`src/rtl/branch_predictor.sv`:
```
// branch_predictor: bimodal IF-stage direction predictor with EX/MEM resolution, training and perf counters
module branch_predictor #(
  parameter int          IDX_W      = 4,
  parameter logic [1:0]  CNT_INIT   = 2'b01,
  parameter int          PIPE_DEPTH = 2
) (
  input  logic        clk,
  input  logic        rst_n,
  input  logic        stall,
  input  logic        flush,
  input  logic [31:0] if_pc,
  output logic        c_guess,
  input  logic        em_valid,
  input  logic        em_is_branch,
  input  logic        em_is_jalr,
  input  logic [31:0] em_pc,
  input  logic        em_taken,
  output logic        em_guess,
  output logic        hit,
  output logic [1:0]  em_type,
  output logic [31:0] br_count,
  output logic [31:0] miss_count
);
  logic [1:0]            tbl [2**IDX_W];
  logic [PIPE_DEPTH-1:0] pipe;
  logic [PIPE_DEPTH:0]   shifted;
  logic [IDX_W-1:0]      ri, wi;
  logic [1:0]            cur, nxt;
  logic                  pred_em, train;
  always_comb begin
    ri       = if_pc[IDX_W+1:2];
    wi       = em_pc[IDX_W+1:2];
    c_guess  = tbl[ri][1];
    shifted  = {pipe, c_guess};
    pred_em  = pipe[PIPE_DEPTH-1];
    em_type  = (em_valid && em_is_jalr) ? 2'd1 : (em_valid && em_is_branch) ? 2'd2 : 2'd0;
    hit      = (em_type != 2'd2) || (pred_em == em_taken);
    em_guess = em_taken;
    train    = (em_type == 2'd2) && !stall;
    cur      = tbl[wi];
    nxt      = em_taken ? ((cur == 2'b11) ? cur : cur + 2'd1) : ((cur == 2'b00) ? cur : cur - 2'd1);
  end
  always_ff @(posedge clk) begin
    if (!rst_n) begin
      for (int i = 0; i < 2**IDX_W; i++) tbl[i] <= CNT_INIT;
      pipe       <= '0;
      br_count   <= '0;
      miss_count <= '0;
    end else begin
      if (flush) pipe <= '0;
      else if (!stall) pipe <= shifted[PIPE_DEPTH-1:0];
      if (train) begin
        tbl[wi]  <= nxt;
        br_count <= (br_count == 32'hFFFF_FFFF) ? br_count : br_count + 32'd1;
        if (!hit) miss_count <= (miss_count == 32'hFFFF_FFFF) ? miss_count : miss_count + 32'd1;
      end
    end
  end
endmodule

```
`config.mk`:
```
export PLATFORM = sky130hd
export DESIGN_NAME = branch_predictor
export DESIGN_NICKNAME = d
export VERILOG_FILES = /design/src/rtl/branch_predictor.sv
export SDC_FILE = /design/constraint.sdc
export NUM_CORES = 1
export LEC_CHECK = 0
export ABC_AREA = 1
export CAP_MARGIN = 20
export CORE_UTILIZATION = 46
export CTS_BUF_LIST = sky130_fd_sc_hd__clkbuf_8 sky130_fd_sc_hd__clkbuf_16
export CTS_CLUSTER_SIZE = 28
export DETAILED_ROUTE_END_ITERATION = 6
export GPL_TIMING_DRIVEN = 0
export PLACE_DENSITY = 0.77
export SYNTH_ARGS = -nofsm -noshare
export SYNTH_HDL_FRONTEND = slang
export SYNTH_SLANG_ARGS = --single-unit
```
`constraint.sdc`:
```
create_clock -name clk -period 1.6 [get_ports clk]
set_input_delay 0.16 -clock clk [delete_from_list [all_inputs] [get_ports clk]]
set_output_delay 0.16 -clock clk [all_outputs]
set_load 0.02 [all_outputs]
```
==> results.cfg <==
[clocking]
clock_latency_ns = 0.36
clkSinkCount = 98
cts_tree = yes
cts-buffers-inserted = 9
cts.path.max_buffers = 2
cts.htree.levels = 3
clk_pin_slew_ns = 0.07
hold_buffers = 0
root_buffer = clkbuf_16

[synthesis]
syn_area_um2 = 6030
synth_xor_area_share_pct = 4.79
synth_nets = 987
synth_area_leaders = dfxtp_1, nand2_1, edfxtp_1
synth_edf_count = 32
muxShareOfSynthArea_pct = 0.166
postSynthAreaPerCell_um2 = 6.60
yosys.area.top_type = dfxtp_1
yosys.area_share.simple_pct = 41.5
synth-compound-area-share_pct = 7.14
ys_ff_latch = 98
yosysMostFrequentCell = nand2_1
synth_top_family_by_area = simple AND/OR/NAND/NOR gates
synthTopCellsByCount = nand2_1, nor2_1, inv_1
ys_seq_area_share_pct = 37.9
synth_cell_types = 36
synth_fa_ha_area_share_pct = 0.415
yosysTopAreaCellShare_pct = 21.9
synthFlopType = dfxtp_1
synthCells = 913
ys.warnings.count = 0
async_flop_share_pct = 0

[worst_setup_path]
worstPathRequired_ns = 1.88
end_kind = flop
worstPathArrival_ns = 2.18
path_cells = ha_4, inv_4, nor2_4, nand2_4, buf_4, nor3_1, nand3_1, nand2_1, nand2_1, nor2_1
critPathBufInv = 2
cp_max_fo = 3
crit_family = simple AND/OR/NAND/NOR gates
crit_type = flop to flop
cpPeakStageDelay_ns = 0.40
slowest_stage = nor3_1
startpoint_type = flop
cp_common_cell = nand2_1

[flow_run]
drv_cap = 0

[power_and_ir_drop]
powerDensity_nw_per_um2 = 596
vdd_ir_drop_max_mv = 0.541
power_mw = 5.38
power.leakage_nw = 3.61

[final_layout]
final_cells = 1250
finalCoreUtilization_pct = 71.0
synthToLayoutAreaGrowth_pct = 49.8
fin_nets = 1148
layout.area.seq_um2 = 2420
drive_above_1_share_pct = 35.7
n_fill_cell = 975
antennaDiodeCount = 0
multi_input_area_um2 = 4040

[placed_design]
gp_congestion = 0.907
dp_cells = 1169
post-dp-hpwl_um = 12400
port_buffers = 84

[die]
die_area_um2 = 13600
ios = 141
dieWidth_um = 116
rows = 41
fp.coreArea_um2 = 12700
initial_utilization_pct = 47.4
die-height_um = 116

[sta]
layout_setup_ws_ns = -0.293
slew_headroom_pct = 46.4
min_period_ns = 1.89
finalHoldViolCount = 0
finClkSkew_ns = 0.00874
slew_viol_final = 0
fmax_ghz = 0.528
rsz0062_at_grt = true
worst_pin_slew_ns = 0.804
fin_crit_sh_pct = 118
setup_violations = 83

[route]
drt_iter0_drc = 632
routed_wl_um = 20300
wire_per_inst_um = 16.3
detail-route-antenna-nets = 0
first_pass_iters = 6
drc = 0
vias = 6829
viasPerCell = 5.46

[grt]
grt_max_degree = 16
track_usage_pct = 27.1
antenna_found_initial = 0
overflow = 0
grt_first_pass_wirelength_um = 28300
grt_pass1_vias = 5922

[min_path]
hold_path_class = primary input to flop

[run_status]
status = finished, violations left
violations = negative setup slack
==> power breakdown <==
part / internal [mW] / switching (mW) / leakage [nW] / total [mW]
Clock: 1.20 / 0.961 / 0.148 / 2.16
Combinational: 0.269 / 0.394 / 2.61 / 0.663
Sequential: 2.54 / 0.0161 / 0.846 / 2.56
==> sequential cells by signal (all words and copies together), names as in the netlist <==
name and flops:
pipe 2, tbl 32, br_count 32, miss_count 32
==> layout by cell type (no fill, tap or decap), types with 13 or more instances in the layout <==
cell type        netlist  final
dfxtp_4                0     27
dfxtp_2                0     29
a21oi_1               57     31
nor2_4                 4     17
nand2_1              338    262
edfxtp_1              32     32
nor2_2                 3     43
nand3b_1              13     13
nand3_2                1     22
a21oi_2                0     26
nand2_2                5     72
inv_1                 76     69
nor2_1               140     87
xor2_1                19     19
clkdlybuf4s50_1        0     58
xnor2_1               14     14
buf_6                  5     25
buf_4                  9     45
nand3_1               49     28
==> what timing repair did <==
item                       4_1_cts  5_1_grt
resized for setup              117      257
pin swaps                       28       85
gates cloned                     6        5
buffers inserted                30       30
setup endpoints to repair      135      147
==> stage by stage <==
| step | worst slack, ns | setup TNS [ns] | hold WS [ns] | cell area [um^2] |
|---|---|---|---|---|
| 2_1_floorplan | -0.00171 | -0.0119 | 0.303 | 6100 |
| 3_3_place_gp | -0.783 | -61.29 | 0.452 | 7160 |
| 3_5_place_dp | -0.785 | -65.62 | 0.462 | 7160 |
| 4_1_cts | -0.0693 | -1.37 | 0.315 | 8000 |
| 5_1_grt | -0.325 | -11.73 | 0.354 | 9030 |
| 6_report | -0.293 | -4.37 | 0.338 | 9030 |
==> final cells by class <==
class	count	share of cell area [%]
Buffer	23	2.44
Clock buffer	9	2.49
Clock inverter	6	0.665
Inverter	84	3.66
Multi-Input combinational cell	706	44.8
Sequential cell	98	26.8
Tap cell	172	2.38
Timing Repair Buffer	152	16.8
==> final timing paths <==
path	start	to	slack, ns	cells past startpoint
max	br_count[1]	br_count[18]	-0.29	10
min	stall	pipe[1]	0.34	3
max reg2reg	br_count[1]	br_count[18]	-0.29	10
min reg2reg	pipe[0]	pipe[1]	0.46	2
==> worst register-to-register path, cell delays in order (launching register included) <==
cell and delay, ns:
dfxtp_4 0.37, ha_4 0.15, inv_4 0.04, nor2_4 0.15, nand2_4 0.10, buf_4 0.15, nor3_1 0.40, nand3_1 0.18
nand2_1 0.11, nand2_1 0.09, nor2_1 0.08
==> logic make-up (layout without fill, tap and decap cells) <==
family,Yosys count,in the layout
AO/OA/AOI/OAI,80,80
XOR/XNOR,33,33
adder cells (fa/ha/maj),2,2
buffers and inverters,110,274
flip-flops,98,98
multiplexers,1,1
AND/OR/NAND/NOR,589,590
==> metal layers <==
metal | vias to the layer above | track usage, % | routed length [um]
li1 | 3222 | - | -
met1 | 3162 | 35.8 | 8240
met2 | 367 | 44.7 | 9750
met3 | 78 | 3.43 | 1570
met4 | 0 | 11.1 | 757
met5 | - | 0 | 0
Power figures use the tool's default switching activity.
